**src/rtl/vx_fpu_lane_splitter.sv**
```systemverilog
// FPU lane splitter: breaks a NUM_THREADS warp request into NUM_LANES
// packets (pid ascending, sop/eop framed); FPU_SPLIT_SKIP_EN skips empty ones.
// Ports: in_* valid/ready request side, out_* valid/ready packet side.
module vx_fpu_lane_splitter #(
  parameter int NUM_THREADS = 8,
  parameter int NUM_LANES   = 4,
  parameter int LANE_DATAW  = 96,
  parameter int META_W      = 64,
  localparam int NUM_PKTS   = NUM_THREADS / NUM_LANES,
  localparam int PID_W      =
    (NUM_PKTS > 1) ? $clog2(NUM_PKTS) : 1
) (
  input  logic                            clk,
  input  logic                            reset_n,
  input  logic                            in_valid,
  output logic                            in_ready,
  input  logic [NUM_THREADS-1:0]          in_tmask,
  input  logic [NUM_THREADS*LANE_DATAW-1:0] in_data,
  input  logic [META_W-1:0]               in_meta,
  output logic                            out_valid,
  input  logic                            out_ready,
  output logic [NUM_LANES-1:0]            out_tmask,
  output logic [NUM_LANES*LANE_DATAW-1:0] out_data,
  output logic [META_W-1:0]               out_meta,
  output logic [PID_W-1:0]                out_pid,
  output logic                            out_sop,
  output logic                            out_eop
);

  localparam int PKT_DW = NUM_LANES * LANE_DATAW;

  logic                            busy_q, busy_d;
  logic                            sop_q, sop_d;
  logic [PID_W-1:0]                pid_q, pid_d;
  logic [NUM_THREADS-1:0]          tmask_q, tmask_d;
  logic [NUM_THREADS*LANE_DATAW-1:0] data_q, data_d;
  logic [META_W-1:0]               meta_q, meta_d;

  logic [NUM_PKTS-1:0] pv_cur, pv_in;
  logic [PID_W-1:0]    first_pid, nxt_pid;
  logic                more;
  logic                in_fire, out_fire;

  // Partition-valid bits; with skipping off every partition counts.
  always_comb begin
    pv_cur = '1;
    pv_in  = '1;
`ifdef FPU_SPLIT_SKIP_EN
    for (int p = 0; p < NUM_PKTS; p++) begin
      pv_cur[p] = |tmask_q[p*NUM_LANES +: NUM_LANES];
      pv_in[p]  = |in_tmask[p*NUM_LANES +: NUM_LANES];
    end
`endif
  end

  // Priority encoders: lowest valid partition overall, and lowest
  // valid partition above the current pid. Empty mask falls to pid 0.
  always_comb begin
    first_pid = '0;
    nxt_pid   = '0;
    more      = 1'b0;
    for (int p = NUM_PKTS - 1; p >= 0; p--) begin
      if (pv_in[p]) begin
        first_pid = PID_W'(p);
      end
      if (pv_cur[p] && (p > int'(pid_q))) begin
        nxt_pid = PID_W'(p);
        more    = 1'b1;
      end
    end
  end

  always_ff @(posedge clk or negedge reset_n) begin
    if (!reset_n) begin
      busy_q  <= 1'b0;
      sop_q   <= 1'b0;
      pid_q   <= '0;
      tmask_q <= '0;
      data_q  <= '0;
      meta_q  <= '0;
    end else begin
      busy_q  <= busy_d;
      sop_q   <= sop_d;
      pid_q   <= pid_d;
      tmask_q <= tmask_d;
      data_q  <= data_d;
      meta_q  <= meta_d;
    end
  end

  assign out_fire = busy_q & out_ready;
  assign in_fire  = in_valid & in_ready;

  always_comb begin
    busy_d  = busy_q;
    sop_d   = sop_q;
    pid_d   = pid_q;
    tmask_d = tmask_q;
    data_d  = data_q;
    meta_d  = meta_q;
    if (out_fire) begin
      if (!more) begin
        busy_d = 1'b0;
      end else begin
        pid_d = nxt_pid;
        sop_d = 1'b0;
      end
    end
    // Capture wins over the eop retire so back-to-back has no bubble.
    if (in_fire) begin
      busy_d  = 1'b1;
      sop_d   = 1'b1;
      pid_d   = first_pid;
      tmask_d = in_tmask;
      data_d  = in_data;
      meta_d  = in_meta;
    end
  end

  always_comb begin
    out_valid = busy_q;
    out_sop   = busy_q & sop_q;
    out_eop   = busy_q & ~more;
    out_pid   = pid_q;
    out_meta  = meta_q;
    out_tmask = '0;
    out_data  = '0;
    for (int p = 0; p < NUM_PKTS; p++) begin
      if (pid_q == PID_W'(p)) begin
        out_tmask = tmask_q[p*NUM_LANES +: NUM_LANES];
        out_data  = data_q[p*PKT_DW +: PKT_DW];
      end
    end
    in_ready = ~busy_q | (out_ready & out_eop);
  end

endmodule

```
**config.mk**
```make
export PLATFORM = sky130hd
export DESIGN_NAME = vx_fpu_lane_splitter
export DESIGN_NICKNAME = d
export VERILOG_FILES = /design/src/rtl/vx_fpu_lane_splitter.sv
export SDC_FILE = /design/constraint.sdc
export NUM_CORES = 1
export LEC_CHECK = 0
export ABC_AREA = 1
export CAP_MARGIN = 40
export CORE_AREA = 2 2 511 513
export DETAILED_ROUTE_END_ITERATION = 16
export DIE_AREA = 0 0 513 515
export GPL_TIMING_DRIVEN = 0
export PLACE_DENSITY_LB_ADDON = 0.25
export SETUP_SLACK_MARGIN = 0.4
export SYNTH_ARGS = -nofsm -noshare
export SYNTH_HDL_FRONTEND = slang
export SYNTH_SLANG_ARGS = --single-unit
```
**constraint.sdc**
```tcl
create_clock -name clk -period 1.6 [get_ports clk]
set_input_delay 0.4 -clock clk [delete_from_list [all_inputs] [get_ports clk]]
set_output_delay 0.4 -clock clk [all_outputs]
set_load 0.01 [all_outputs]
```
# Word level (Yosys, flattened, before mapping)
# Cells that the tools add are included.
[word_totals]
regBits = 843
input_bits = 844
output_inout_bits = 457
[op_classes]
magnitude_cmp = 1
eq_ne = 1
mux = 12
n_bitwise = 8
n_reduce_logical = 4
[op_table]
columns = ["op", "n"]
rows = [
  ["2-to-1 mux 384 bit", 1],
  ["2-to-1 mux 1 bit", 10],
  ["bitwise AND 1 bit", 5],
  ["2-to-1 mux 4 bit", 1],
  ["AND reduction 2 bit", 2],
  ["nonzero test 2 bit", 2],
  ["inequality test 2 x 1 -> 1 bit (second input constant)", 1],
  ["NOT 1 bit", 2],
  ["> comparator 1 bit (first input constant)", 1],
  ["OR 1 bit", 1],
]

# Longest topological paths before layout
# Gate-level depths: netlist of the first run.
[depth]
word_depth = 9
ltp_mapped = 9
ltp_nobuf = 6

# Worst setup path after synthesis of the first run
# OpenSTA, ideal clock, no wires.
[synth_timing]
path_type = "register -> output"
start = "register pid_q (netlist: out_pid)"
end = "output port out_data[100]"
arrival_ps = 1304
t_required_ps = 1200
setup_slack_ps = -104
path_stages_with_launch = 7
n_path_buf = 3
path_cell_list = "dfrtp_1 > buf_2 > inv_1 > clkbuf_1 > clkbuf_1 > nand2_1 > nand2_1"
[synth_via]
elab_chain_len = 1
[synth_lines]
columns = ["item", "line", "text"]
rows = [
  ["from (decl)", "34", "logic [PID_W-1:0] pid_q, pid_d;"],
  ["from (signal assigned)", "84", "pid_q <= pid_d;"],
  ["2-to-1 mux 384 bit", "129", "if (pid_q == PID_W'(p)) begin"],
  ["to (decl)", "23", "output logic [NUM_LANES*LANE_DATAW-1:0] out_data,"],
]
# No other way between the ends.

# Final worst setup path of the first run
[layout_timing]
start = "register pid_q (netlist: out_pid)"
end = "output port out_data[239]"
# The elaborated chain is that of the path after synthesis.

==> results of run 1 <==
[metrics by stage]
step	setup TNS (ps)	total power, W	instances	worst slack (ps)
after floorplan	0	0.06299	4914	89.21
after CTS	-1417540	0.1332	9870	-1487
after detailed placement	-2209300	0.1028	9629	-2260
after global placement	-	0.1025	9615	-42780
final	-1165260	0.1366	9963	-1291
after global routing	-1461740	0.1457	9945	-1450
[layer usage]
layer | vias up | GRT usage, %
li1 | 18570 | -
met1 | 20090 | 23.80
met2 | 1590 | 31.55
met3 | 316 | 7.966
met4 | 52 | 3.955
met5 | - | 0
[area by class of cell]
class	instances	area (um2)	area share, %
inverters	5	35.03	0.05580
plain buffers	367	2714	4.323
repair buffers	1425	14620	23.29
multi-input cells	3699	16300	25.97
well taps	3402	4257	6.780
clock inverters	33	474.2	0.7553
flip-flops and latches	843	21100	33.60
clock buffers	162	3218	5.126
diodes	27	67.56	0.1076
[cells in the final DEF, fill, tap and decap left out, types with 7 or more instances in the layout]
master	Yosys	routed
clkbuf_1	117	92
buf_6	0	206
nand2_2	1	196
dfrtp_1	843	842
clkdlybuf4s15_2	0	22
clkbuf_16	0	131
clkbuf_4	0	12
nand2_1	2856	2556
buf_12	0	31
clkbuf_2	0	30
clkbuf_8	0	38
clkinv_2	0	14
buf_16	0	24
buf_1	30	27
buf_2	208	212
diode_2	0	27
buf_4	12	105
bufinv_16	0	7
buf_8	0	39
nand3_1	841	841
nand2_8	0	9
clkdlybuf4s50_1	0	908
dlygate4sd2_1	0	72
nand2_4	1	97
[sequential cells by signal, indices dropped and copies added (netlist names)]
signal and cells:
data_q 768, out_meta 64, out_pid 1, out_valid 1
sop_q 1, tmask_q 8
[worst max-delay path, stage by stage (launching register included)]
cell and delay (ps):
dfrtp_1 410, buf_12 170, inv_16 80, buf_16 170, buf_12 150, buf_16 170
buf_12 150, nand2_1 100, nand2_4 100, buf_6 150
[where the power goes]
part / switching [W] / internal (W)
logic: 0.0426 / 0.0295
registers: 0.00675 / 0.0320
clock network: 0.0109 / 0.0150
total: 0.0602 / 0.0764
[logic make-up after synthesis]
family	after synthesis	synth area share (%)
buffers and inverters	372	4.508
DFF	843	55.89
and+or+nand+nor	3699	39.60
[worst paths after layout]
check / from / to / slack, ps / cells after the start
max reg2reg: out_pid / data_q[381] / -1020 / 11
min reg2reg: data_q[94] / data_q[94] / 470 / 2
max: out_pid / out_data[239] / -1290 / 9
min: reset_n / data_q[157] / -300 / 1
min in group clk: in_data[437] / data_q[437] / 170 / 3
max in group asynchronous: reset_n / data_q[343] / -290 / 4
[what timing repair did]
action | 4_1_cts | 5_1_grt
hold endpoints to repair | 84 | 84
cloned | 12 | 9
setup buffers | 34 | 57
endpoints found under the setup margin | 1840 | 1865
resized for setup | 1450 | 835
pin swaps | 30 | 58
==> flow_summary.ini, run 1 <==
[critical_path]
cp.required_ps = 1200
worstPathArrival_ps = 2490
critPathMaxFanout = 6
start_kind = flop
endpoint_kind = output pin
path_class = flop to output pin

[routing]
dr_wl_met3_mm = 26.40
wl_met1_mm = 110.8
first_iter_violations = 2864
wl_met2_mm = 122.3
detail_route.wirelength_mm = 265.8
vias = 40610
drc = 0
ant_nets = 0
wl_per_cell_um = 26.68
drtPass1Iterations = 5
vias_per_cell = 4.076
top_layer_used = met5

[sta]
tightestPinTransition_ps = 864.1
hold_viol = 84
drv_slew = 0
clock.fmax_mhz = 345.9
fin_crit_sh_pct = 180.7
fin_hold_ws_ps = -299.4
clock_skew_ps = 71.69
fin_ws_ps = -1291
period_needed_ps = 2891
setup_viol = 1559
rsz0062_at_grt = true
slew_headroom_pct = 42.39

[final_layout]
utilization_pct = 24.28
design_area_mm2 = 0.06278
final_net_count = 7293
area_delta_synth_final_pct = 66.34
n_fill_cell = 28430
drive_above_1_share_pct = 18.17

[cts]
clock_sinks = 843
ctsHtreeMaxLevel = 3
clk_latency_ps = 790
clk_path_buf_depth = 3
numCtsBuffers = 108
cts_tree = built
cts-root-buf = clkbuf_16
clkTransAtPathRegs_ps = 70

[power_and_ir_drop]
p_per_area_mw_per_mm2 = 2176
ir_drop_mv = 0.9721
power.leakage_nw = 31.42

[synthesis]
ys_top_cells_by_area = dfrtp_1 (56%), nand2_1 (28%), nand3_1 (11%)
ys_seq_area_share_pct = 55.89
ys_ff_latch = 843
synth_flop_cell = dfrtp_1
synth_cells = 4914
yosysMostFrequentCell = nand2_1
synthTopCellsByCount = nand2_1 (2,856), dfrtp_1 (843), nand3_1 (841)
avgSynthCellArea_um2 = 7.681
yosys_warnings = 0
synth_top_area_share_pct = 55.89
synth_edf_count = 0
synth_cell_type_count = 10
yosysTopAreaCell = dfrtp_1
syn-num-nets = 5758
ys_async_sr_fraction_pct = 100.0
syn_area_mm2 = 0.03774

[min_path]
hp-class = primary input to asynchronous set/reset pin

[floorplanning]
dieArea_mm2 = 0.2642
ios = 1301
row_count = 187
die_h_um = 515
start_util_pct = 14.60
core-area_mm2 = 0.2585
die_w_um = 513

[placement]
io_buffers = 1299
dpl_cell_area_mm2 = 0.05568
gp_congestion = 0.9280
detailed_place_hpwl_mm = 214.7

[outcome]
violations = hold timing, setup timing
outcome = finished with violations

[global_route]
grt_pass1_vias = 40840
overflow = 0
antenna_found_initial = 93
grt_pass1_wl_mm = 352.4
grt_max_degree = 108
grtUsageTotal_pct = 19.35

[flow_run]
maxCapViolCount = 0
Note: power is estimated with default switching activity, not from simulation.
==> inputs of run 2 (changes only) <==
Settings changed: CAP_MARGIN 40 to 20.
==> run 2 against run 1 <==
The run still ends with hold timing, setup timing left. Routed wire length fell by 0.68%. Fmax rose by 2.1%. Power fell by 3.5%. Via count fell by 1.2%. Worst setup slack improved by 58 ps. Register-to-register slack got worse by 90 ps. Design area fell by 2.4%. Clock skew rose by 4.2 ps. Die area did not move. Clock power barely moved.
==> flow_summary.ini, run 2 (synthesis gave the netlist of run 1 again) <==
[outcome]
outcome = finished with violations
violations = hold timing, setup timing

[final_layout]
seq_area_mm2 = 0.02110
largest_reg_flops = 768
final_cell_mix = nand2_1 (2,619), clkdlybuf4s50_1 (908), dfrtp_1 (842), nand3_1 (841), buf_2 (206)
drive_above_1_share_pct = 15.69
multi_input_area_mm2 = 0.01589
area_delta_synth_final_pct = 62.34
top_register = data_q
final_net_count = 7223
design_area_mm2 = 0.06128
final_common_cell = nand2_1
n_fill_cell = 28510

[critical_path]
cp.required_ps = 1200
r2r_start = out_pid
critPathMaxFanout = 6
endpoint_kind = output pin
reg2reg_slack_ps = -1110
rr_worst_depth = 11
worstPathArrival_ps = 2430
path_class = flop to output pin
r2r_end = data_q[381]
start_kind = flop

[power_and_ir_drop]
ir_drop_mv = 0.9786
power.leakage_nw = 30.79
p_clk_share_pct = 19.6
pwr-share-seq_pct = 29.2
internal_power_w = 0.07315
swShare_pct = 44.50
p_sw_w = 0.05865
p_per_area_mw_per_mm2 = 2151
pwr-share-comb_pct = 51.3

[placement]
detailed_place_hpwl_mm = 214.3
dpl_cell_area_mm2 = 0.05563
gp_congestion = 0.9280
io_buffers = 1299

[sta]
setup_viol = 1559
period_needed_ps = 2833
hold_viol = 84
drv_slew = 0
clock.fmax_mhz = 353.0
fin_crit_sh_pct = 177.0
fin_ws_ps = -1233
tightestPinTransition_ps = 1022
slew_headroom_pct = 31.84
rsz0062_at_grt = true
clock_skew_ps = 75.90
fin_hold_ws_ps = -319.6

[routing]
ant_nets = 0
wl_per_cell_um = 26.68
vias = 40120
detail_route.wirelength_mm = 264.0
vias_per_cell = 4.054
drc = 0
drtPass1Iterations = 5
first_iter_violations = 3067

[global_route]
grt_util_met3_pct = 7.408
grt_pass1_wl_mm = 353.0
overflow = 0
gr-usage-met1_pct = 24.02
grt_max_degree = 108
grtUsageTotal_pct = 19.35
busiest_layer = met2
antenna_found_initial = 93
grt_use_met2_pct = 31.36
grt_pass1_vias = 40920

[min_path]
hp-class = primary input to asynchronous set/reset pin

[cts]
numCtsBuffers = 109
clk_path_buf_depth = 3
ctsHtreeMaxLevel = 3
clock_sinks = 843
clkTransAtPathRegs_ps = 60
cts-root-buf = clkbuf_16
clk_latency_ps = 780
cts_tree = built

[floorplanning]
start_util_pct = 14.60
die_w_um = 513
ios = 1301
core-area_mm2 = 0.2585
row_count = 187
die_h_um = 515
dieArea_mm2 = 0.2642

[flow_run]
maxCapViolCount = 0
[run 2: cell count changes in the layout (fill, tap and decap cells not counted), moves of 8 or more]
cell	change
buf_4	-21
nand2_4	-34
dlygate4sd2_1	+27
clkbuf_2	+9
dlymetal6s2s_1	+9
buf_8	-11
buf_6	-61
clkdlybuf4s15_2	-11
nand2_2	-23
nand2_1	+63
buf_12	-8
[run 2: per-layer routing]
metal  up-vias  part of all wire, %
met1     19740                   42
li1      18440                    -
met4        50                  2.6
met2      1572                   46
met3       326                  9.9
met5         -                 0.12
[run 2: critical path, cell delays in order (launching register included)]
cell and delay (ps):
dfrtp_1 400, buf_12 170, inv_12 90, buf_16 170, buf_12 160, clkbuf_16 190
buf_12 130, nand2_2 60, nand2_4 100, buf_6 140
[run 2: power groups by stage]
| stage | Combinational [W] | Clock (W) | Sequential, W |
|---|---|---|---|
| final | 0.0675 | 0.0258 | 0.0385 |
| after CTS | 0.0644 | 0.0266 | 0.0381 |
| after global placement | 0.0641 | 0 | 0.0384 |
| after detailed placement | 0.0645 | 0 | 0.0383 |
| after floorplan | 0.0261 | 0 | 0.0369 |
| after global routing | 0.0738 | 0.0273 | 0.0398 |
[run 2: how the worst max path moves through the flow]
stage          startpoint            end  slack (ps)  cells past startpoint
6_report          out_pid  out_data[238]       -1230                      9
5_1_grt           out_pid  out_data[238]       -1370                      9
2_1_floorplan     out_pid  out_data[195]          90                      7
3_3_place_gp      reset_n    data_q[406]      -42780                      1
3_5_place_dp    out_ready       in_ready       -2290                      6
4_1_cts           out_pid  out_data[272]       -1460                      9
[run 2: final cells by class]
class	instances	area share, %
flip-flops and latches	843	34.43
clock inverters	39	0.8066
multi-input cells	3699	25.93
well taps	3402	6.947
diodes	26	0.1062
repair buffers	1354	22.25
clock buffers	161	5.231
plain buffers	367	4.241
inverters	5	0.05105
[run 2: repair_timing]
action / in CTS / in global routing
setup endpoints to repair: 1849 / 1865
resized for setup: 1028 / 952
setup buffers: 9 / 23
pin swaps: 10 / 43
gates cloned: 4 / 10
hold endpoints to repair: 84 / 84
[run 2: stage by stage]
stage | total power [W] | setup WS (ps) | utilization (%) | setup TNS [ps] | cells
CTS | 0.1291 | -1464 | 23.20 | -1405770 | 9837
detailed placement | 0.1027 | -2289 | 21.52 | -2227820 | 9624
global placement | 0.1025 | -42780 | 21.42 | - | 9615
floorplan | 0.06299 | 89.21 | - | 0 | 4914
finish | 0.1318 | -1233 | 23.70 | -1173790 | 9896
global route | 0.1410 | -1367 | 23.68 | -1437990 | 9879
